$ cat src/rtl/sp_readout_pkg.sv
// Shared widths, out_data field offsets and helpers for the
// super-pixel readout blocks.
package sp_readout_pkg;

    function automatic int clog2(input int v);
        int r;
        r = 0;
        for (int i = 0; i < 31; i++) begin
            if ((1 << i) < v) r = i + 1;
        end
        return r;
    endfunction

    function automatic logic [31:0] gray2bin(input logic [31:0] g);
        logic [31:0] b;
        b[31] = g[31];
        for (int i = 30; i >= 0; i--) begin
            b[i] = b[i+1] ^ g[i];
        end
        return b;
    endfunction

    localparam int N_PIX_DEF  = 8;
    localparam int TOA_W_DEF  = 9;
    localparam int FTOA_W_DEF = 5;
    localparam int TOT_W_DEF  = 8;
    localparam int COL_AW_DEF = 1;
    localparam int DEPTH_DEF  = 4;

    // out_data layout, LSB first: col, pix, tot, ftoa, toa
    localparam int COL_LSB_DEF  = 0;
    localparam int PIX_LSB_DEF  = COL_LSB_DEF + COL_AW_DEF;
    localparam int TOT_LSB_DEF  = PIX_LSB_DEF + clog2(N_PIX_DEF);
    localparam int FTOA_LSB_DEF = TOT_LSB_DEF + TOT_W_DEF;
    localparam int TOA_LSB_DEF  = FTOA_LSB_DEF + FTOA_W_DEF;
    localparam int DATA_W_DEF   = TOA_LSB_DEF + TOA_W_DEF;

endpackage

$ cat src/rtl/sp_sync_fifo.sv
// Synchronous FIFO with occupancy count; overflow and underflow
// requests are ignored.
module sp_sync_fifo
    import sp_readout_pkg::*;
#(
    parameter int DATA_W = DATA_W_DEF,
    parameter int DEPTH  = DEPTH_DEF,
    localparam int AW    = clog2(DEPTH),
    localparam int LVL_W = AW + 1
) (
    input  logic              clk,
    input  logic              rst,
    input  logic              wr_en,
    input  logic [DATA_W-1:0] wr_data,
    input  logic              rd_en,
    output logic [DATA_W-1:0] rd_data,
    output logic              full,
    output logic              empty,
    output logic [LVL_W-1:0]  level
);

    logic [DATA_W-1:0] mem [DEPTH];
    logic [AW-1:0]     wr_ptr_q, wr_ptr_d;
    logic [AW-1:0]     rd_ptr_q, rd_ptr_d;
    logic [LVL_W-1:0]  level_q, level_d;
    logic              do_wr, do_rd;

    assign full    = (level_q == LVL_W'(DEPTH));
    assign empty   = (level_q == '0);
    assign level   = level_q;
    assign rd_data = mem[rd_ptr_q];

    always_comb begin
        do_wr    = wr_en && !full;
        do_rd    = rd_en && !empty;
        wr_ptr_d = wr_ptr_q + AW'(do_wr);
        rd_ptr_d = rd_ptr_q + AW'(do_rd);
        level_d  = level_q + LVL_W'(do_wr) - LVL_W'(do_rd);
    end

    always_ff @(posedge clk or posedge rst) begin
        if (rst) begin
            wr_ptr_q <= '0;
            rd_ptr_q <= '0;
            level_q  <= '0;
        end else begin
            wr_ptr_q <= wr_ptr_d;
            rd_ptr_q <= rd_ptr_d;
            level_q  <= level_d;
        end
    end

    always_ff @(posedge clk) begin
        if (do_wr) mem[wr_ptr_q] <= wr_data;
    end

endmodule

$ cat src/rtl/sp_hit_arbiter_fifo.sv
// Super-pixel readout: per-pixel hit capture, round-robin arbitration
// into a local FIFO, fair merge with the upstream column chain.
module sp_hit_arbiter_fifo
    import sp_readout_pkg::*;
#(
    parameter int N_PIX        = N_PIX_DEF,
    parameter int TOA_W        = TOA_W_DEF,
    parameter int FTOA_W       = FTOA_W_DEF,
    parameter int TOT_W        = TOT_W_DEF,
    parameter int COL_AW       = COL_AW_DEF,
    parameter int DEPTH        = DEPTH_DEF,
    parameter int TOA_GRAY_DEC = 1,
    localparam int PIX_AW      = clog2(N_PIX),
    localparam int DATA_W      = TOA_W + FTOA_W + TOT_W + PIX_AW + COL_AW,
    localparam int LVL_W       = clog2(DEPTH) + 1
) (
    input  logic                      clk_40MHz,
    input  logic                      rst,
    input  logic                      en,
    input  logic [N_PIX-1:0]          hit_valid,
    input  logic [N_PIX*TOA_W-1:0]    hit_toa,
    input  logic [N_PIX*FTOA_W-1:0]   hit_ftoa,
    input  logic [N_PIX*TOT_W-1:0]    hit_tot,
    input  logic [COL_AW-1:0]         col_addr,
    input  logic [DATA_W-1:0]         last_data,
    input  logic                      last_valid,
    output logic                      last_ready,
    output logic [DATA_W-1:0]         out_data,
    output logic                      out_valid,
    input  logic                      out_ready,
    output logic [LVL_W-1:0]          fifo_level,
    output logic [7:0]                ovf_cnt,
    output logic                      busy
);

    logic [N_PIX-1:0]  pend_q, pend_d;
    logic [TOA_W-1:0]  toa_q  [N_PIX];
    logic [TOA_W-1:0]  toa_d  [N_PIX];
    logic [FTOA_W-1:0] ftoa_q [N_PIX];
    logic [FTOA_W-1:0] ftoa_d [N_PIX];
    logic [TOT_W-1:0]  tot_q  [N_PIX];
    logic [TOT_W-1:0]  tot_d  [N_PIX];
    logic [PIX_AW-1:0] rr_q, rr_d;
    logic [7:0]        ovf_q, ovf_d;
    logic              out_valid_q, out_valid_d;
    logic [DATA_W-1:0] out_data_q, out_data_d;
    logic              prio_loc_q, prio_loc_d;

    logic              fifo_full, fifo_empty;
    logic              fifo_wr, fifo_rd;
    logic [DATA_W-1:0] fifo_wdata, fifo_rdata;

    logic              gnt_any;
    logic [PIX_AW-1:0] gnt_idx, idx;
    logic [15:0]       ndrop, ovf_sum;
    logic              load_en, sel_loc, sel_up;

    // first pending pixel at or after rr_q, wrapping
    always_comb begin
        gnt_any = 1'b0;
        gnt_idx = '0;
        idx     = '0;
        for (int k = 0; k < N_PIX; k++) begin
            idx = rr_q + PIX_AW'(k);
            if (!gnt_any && !fifo_full && pend_q[idx]) begin
                gnt_any = 1'b1;
                gnt_idx = idx;
            end
        end
    end

    assign fifo_wr    = gnt_any;
    assign fifo_wdata = {toa_q[gnt_idx], ftoa_q[gnt_idx], tot_q[gnt_idx],
                         gnt_idx, col_addr};

    // a pixel freed by this cycle's grant may reload in the same cycle
    always_comb begin
        pend_d = pend_q;
        toa_d  = toa_q;
        ftoa_d = ftoa_q;
        tot_d  = tot_q;
        rr_d   = rr_q;
        ndrop  = '0;
        if (gnt_any) begin
            pend_d[gnt_idx] = 1'b0;
            rr_d            = gnt_idx + PIX_AW'(1);
        end
        for (int i = 0; i < N_PIX; i++) begin
            if (en && hit_valid[i]) begin
                if (pend_d[i]) begin
                    ndrop = ndrop + 16'd1;
                end else begin
                    pend_d[i] = 1'b1;
                    toa_d[i]  = (TOA_GRAY_DEC != 0)
                        ? TOA_W'(gray2bin(32'(hit_toa[i*TOA_W +: TOA_W])))
                        : hit_toa[i*TOA_W +: TOA_W];
                    ftoa_d[i] = hit_ftoa[i*FTOA_W +: FTOA_W];
                    tot_d[i]  = hit_tot[i*TOT_W +: TOT_W];
                end
            end
        end
        ovf_sum = 16'(ovf_q) + ndrop;
        ovf_d   = (ovf_sum > 16'd255) ? 8'hFF : ovf_sum[7:0];
    end

    always_comb begin
        load_en     = !out_valid_q || out_ready;
        sel_loc     = load_en && !fifo_empty
                      && (!last_valid || prio_loc_q);
        sel_up      = load_en && last_valid
                      && (fifo_empty || !prio_loc_q);
        out_valid_d = out_valid_q;
        out_data_d  = out_data_q;
        prio_loc_d  = prio_loc_q;
        if (load_en) out_valid_d = sel_loc || sel_up;
        if (sel_loc) begin
            out_data_d = fifo_rdata;
        end else if (sel_up) begin
            out_data_d = last_data;
        end
        if (load_en && !fifo_empty && last_valid) prio_loc_d = !prio_loc_q;
    end

    assign fifo_rd    = sel_loc;
    assign last_ready = sel_up && !rst;
    assign out_data   = out_data_q;
    assign out_valid  = out_valid_q;
    assign ovf_cnt    = ovf_q;
    assign busy       = (|pend_q) || !fifo_empty || out_valid_q;

    always_ff @(posedge clk_40MHz or posedge rst) begin
        if (rst) begin
            pend_q      <= '0;
            rr_q        <= '0;
            ovf_q       <= '0;
            out_valid_q <= 1'b0;
            out_data_q  <= '0;
            prio_loc_q  <= 1'b1;
        end else begin
            pend_q      <= pend_d;
            rr_q        <= rr_d;
            ovf_q       <= ovf_d;
            out_valid_q <= out_valid_d;
            out_data_q  <= out_data_d;
            prio_loc_q  <= prio_loc_d;
        end
    end

    always_ff @(posedge clk_40MHz) begin
        toa_q  <= toa_d;
        ftoa_q <= ftoa_d;
        tot_q  <= tot_d;
    end

    sp_sync_fifo #(
        .DATA_W (DATA_W),
        .DEPTH  (DEPTH)
    ) u_fifo (
        .clk     (clk_40MHz),
        .rst     (rst),
        .wr_en   (fifo_wr),
        .wr_data (fifo_wdata),
        .rd_en   (fifo_rd),
        .rd_data (fifo_rdata),
        .full    (fifo_full),
        .empty   (fifo_empty),
        .level   (fifo_level)
    );

endmodule
$ cat config.mk
export PLATFORM = sky130hd
export DESIGN_NAME = sp_hit_arbiter_fifo
export DESIGN_NICKNAME = d
export VERILOG_FILES = /design/src/rtl/sp_readout_pkg.sv /design/src/rtl/sp_sync_fifo.sv /design/src/rtl/sp_hit_arbiter_fifo.sv
export SDC_FILE = /design/constraint.sdc
export NUM_CORES = 1
export LEC_CHECK = 0
export CAP_MARGIN = 15
export CORE_MARGIN = 5
export CORE_UTILIZATION = 55
export DETAILED_ROUTE_END_ITERATION = 10
export PLACE_DENSITY = 0.94
export SLEW_MARGIN = 40
export SYNTH_ARGS = -nofsm -noshare
export SYNTH_HDL_FRONTEND = slang
export SYNTH_HIERARCHICAL = 1
export SYNTH_SLANG_ARGS = --single-unit
$ cat constraint.sdc
create_clock -name clk_40MHz -period 17.45 [get_ports clk_40MHz]
set_input_delay 3.49 -clock clk_40MHz [delete_from_list [all_inputs] [get_ports clk_40MHz]]
set_output_delay 3.49 -clock clk_40MHz [all_outputs]
set_load 0.1 [all_outputs]
==> flow_metrics.tcl <==
set metrics [dict create \
    outcome "completed" \
    final-setup-viol-count 0 \
    post_route_cells_drive_above_1_share 0.1256 \
    timing.final.max_slew_violations 0 \
    timing_worst_setup_path_type "flop to flop" \
    area.sequential_mm2 0.009763 \
    critical_path_depth 36 \
    cts.root.buffer_cell "clkbuf_16" \
    layout_min_cycle_time_ps 10880 \
    cp.required_ps 17780 \
    setup.worst_path.end "ovf_cnt[4]" \
    netlist_top_cells_area "edfxtp_1 53%, dfrtp_1 8.3%, nand2_1 5.6%, mux4_2 3.7%, nand3_1 3.2%" \
    mappedNetlistArea_mm2 0.01589 \
    cts_buffers 35 \
    min-delay-path-class "flop to flop" \
    initial_utilization 0.5551 \
    finalHoldViolations 0 \
    ys_top_cells_by_count "280 x edfxtp_1, 235 x nand2_1, 102 x nand3_1" \
    die_y_um 180.0 \
    vias 11177 \
    htreeDepth 2 \
    endpoint_kind_of_the_worst_setup_timing_path "flop" \
    cp_num_buf_inv 3 \
    max_clock_skew_ps 19.79 \
    post_synth.cell_area_avg_um2 12.53 \
    multiInputGateArea_mm2 0.005644 \
    wl_met1_um 15650 \
    number_of_standard_cell_rows_in_the_floorplan 62 \
    synth_top_cell_area_share 0.5291 \
    seq_area_frac_synth 0.6143 \
    hpwl_um 29560 \
    final_antenna_net_count 0 \
    tritoncts_clock_tree "yes" \
    place_congestion 0.8855 \
    holdWs_ps 520.3 \
    cts.repair.resized 0 \
    yosys_register_bits 334 \
    async_reset_ff_frac 0.1617 \
    detail_route.first_pass.iterations 5 \
    floorplan.core_area_mm2 0.02863 \
    clock_sink_count 334 \
    grt_antenna_before_repair 1 \
    fin_util 0.6914 \
    cp_data_arrival_time_ps 11210 \
    grt_first_pass_wirelength_um 64540 \
    count_of_filler_cells_inserted_in_the_layout 1845 \
    grt_start_max_net_pins 91 \
    tightest_slew_ps 919.3 \
    die_area_mm2 0.03239 \
    clk_pin_slew_ps 60 \
    grt.total_usage 0.2536 \
    grt_setup_unrepaired "no" \
    timing.critical_path.mode_cell "ha_1" \
    overflow 0 \
    highest_clock_rate_mhz 91.89 \
    postCtsHoldBufs 0 \
    rr_worst_depth 36 \
    area_growth_pct 24.55 \
    setup.worst_path.start_class "flop" \
    synth_enable_flop_cells 280 \
    drt-initial-drc-count 1274 \
    post_cts.repair.setup_buffers 0 \
    design.final.nets 1754 \
    cts_max_path_buffers 3 \
    remaining_drc_errors 0 \
    biggest_area_consumer_among_synthesized_cells "edfxtp_1" \
    netlist_instances 1268 \
    die_x_um 180.0 \
    io_pins 256 \
    wire_per_inst_um 21.83 \
    clock_insertion_delay_worst_skew_ps 520 \
    slew_headroom 0.3806 \
    max_cap_viol_count 0 \
    synth_top_flop_cell "edfxtp_1" \
    crit_path_max_fanout 35 \
    setup_tns_ps 0 \
    reg2reg_slack_ps 6570 \
    timing.final.crit_share 0.6236 \
    top_layer "met4" \
    count_of_buffers_from_port_buffering 255 \
    critical-path-slowest-cell "dfrtp_1" \
    crit_start "rr_q[0]" \
    worst_path_dominant_cell_family "compound AO/OA/AOI/OAI gates" \
    rr_startpoint "rr_q[0]" \
    met2_wl_um 21940 \
    viasPerCell 5.794 \
    synth.distinct_cells 94 \
    synthMostInstantiatedCell "edfxtp_1" \
    detail_route.wirelength_um 42120 \
    ys_warnings 6 \
    first_global_vias 11535 \
    r2r-end "ovf_cnt[4]" \
    wl_met3_um 2887 \
    timing.critical_path.slowest_cell_delay_ps 770 \
]
-- routing by layer --
metal / GRT usage / up-vias
met5: 0 / -
met4: 0.09265 / 0
met3: 0.03961 / 91
met2: 0.4502 / 580
met1: 0.3166 / 5419
li1: - / 5087
-- logic make-up after synthesis --
kind of cell    count (synthesis)  synth area share
xor+xnor                       97           0.05346
buf+inv                       131           0.03669
simple gates                  448            0.1304
flops                         334            0.6143
other cells                     1         0.0002360
fa+ha+maj                      21           0.01748
compound gates                154           0.06606
mux                            82           0.08142
-- stage by stage --
stage | area (µm²) | worst slack [ps] | cells
after floorplan | 15900 | 8186 | 1270
after global placement | 18800 | 6829 | 1861
after detailed placement | 18650 | 6412 | 1863
after CTS | 19780 | 6214 | 1927
after global routing | 19790 | 5964 | 1929
final | 19790 | 6568 | 1929
-- state kept, by name (all words and copies together), names as in the netlist --
name / count
u_fifo/mem: 104
toa_q: 72
tot_q: 64
ftoa_q: 40
out_data: 26
ovf_cnt: 8
pend_q: 8
rr_q: 3
u_fifo/level: 3
u_fifo/rd_ptr_q: 2
u_fifo/wr_ptr_q: 2
out_valid: 1
prio_loc_q: 1
-- layout make-up --
type                    count  area share
flip-flops and latches    334      0.4933
multi-input cells         805      0.2852
repair buffers            276      0.1274
clock buffers              47     0.04754
well taps                 384     0.02428
inverters                  65     0.01252
clock inverters            17    0.009673
diodes                      1   0.0001264
-- layout by cell type, fill, tap and decap left out, types with 26 or more instances in the layout --
cell type / count
buf_2: 40
mux2i_1: 39
nor2_1: 44
dfrtp_1: 51
edfxtp_1: 280
xor2_1: 58
nand2_1: 235
a21oi_1: 37
mux4_2: 26
clkbuf_16: 35
nand3_1: 102
inv_1: 60
clkdlybuf4s50_1: 215
o21ai_0: 53
xnor2_1: 39
-- tightest hold or removal path: stages, from the launching register on --
cell	delay [ps]
dfrtp_1	340
nor2_1	50
a21oi_1	100
-- worst min path at each step --
stage / startpoint / to / slack, ps / cells after the start
after floorplan: u_fifo/wr_ptr_q[1] / u_fifo/wr_ptr_q[1] / 480 / 1
after global placement: out_data[21] / out_data[21] / 510 / 2
after detailed placement: out_data[9] / out_data[9] / 520 / 2
after CTS: out_data[9] / out_data[9] / 530 / 2
after global routing: prio_loc_q / prio_loc_q / 550 / 1
final: out_data[9] / out_data[9] / 520 / 2
Power is left out: the tool's default activity adds up to more than one toggle a clock period on the data nets, which glitch-free logic cannot reach.
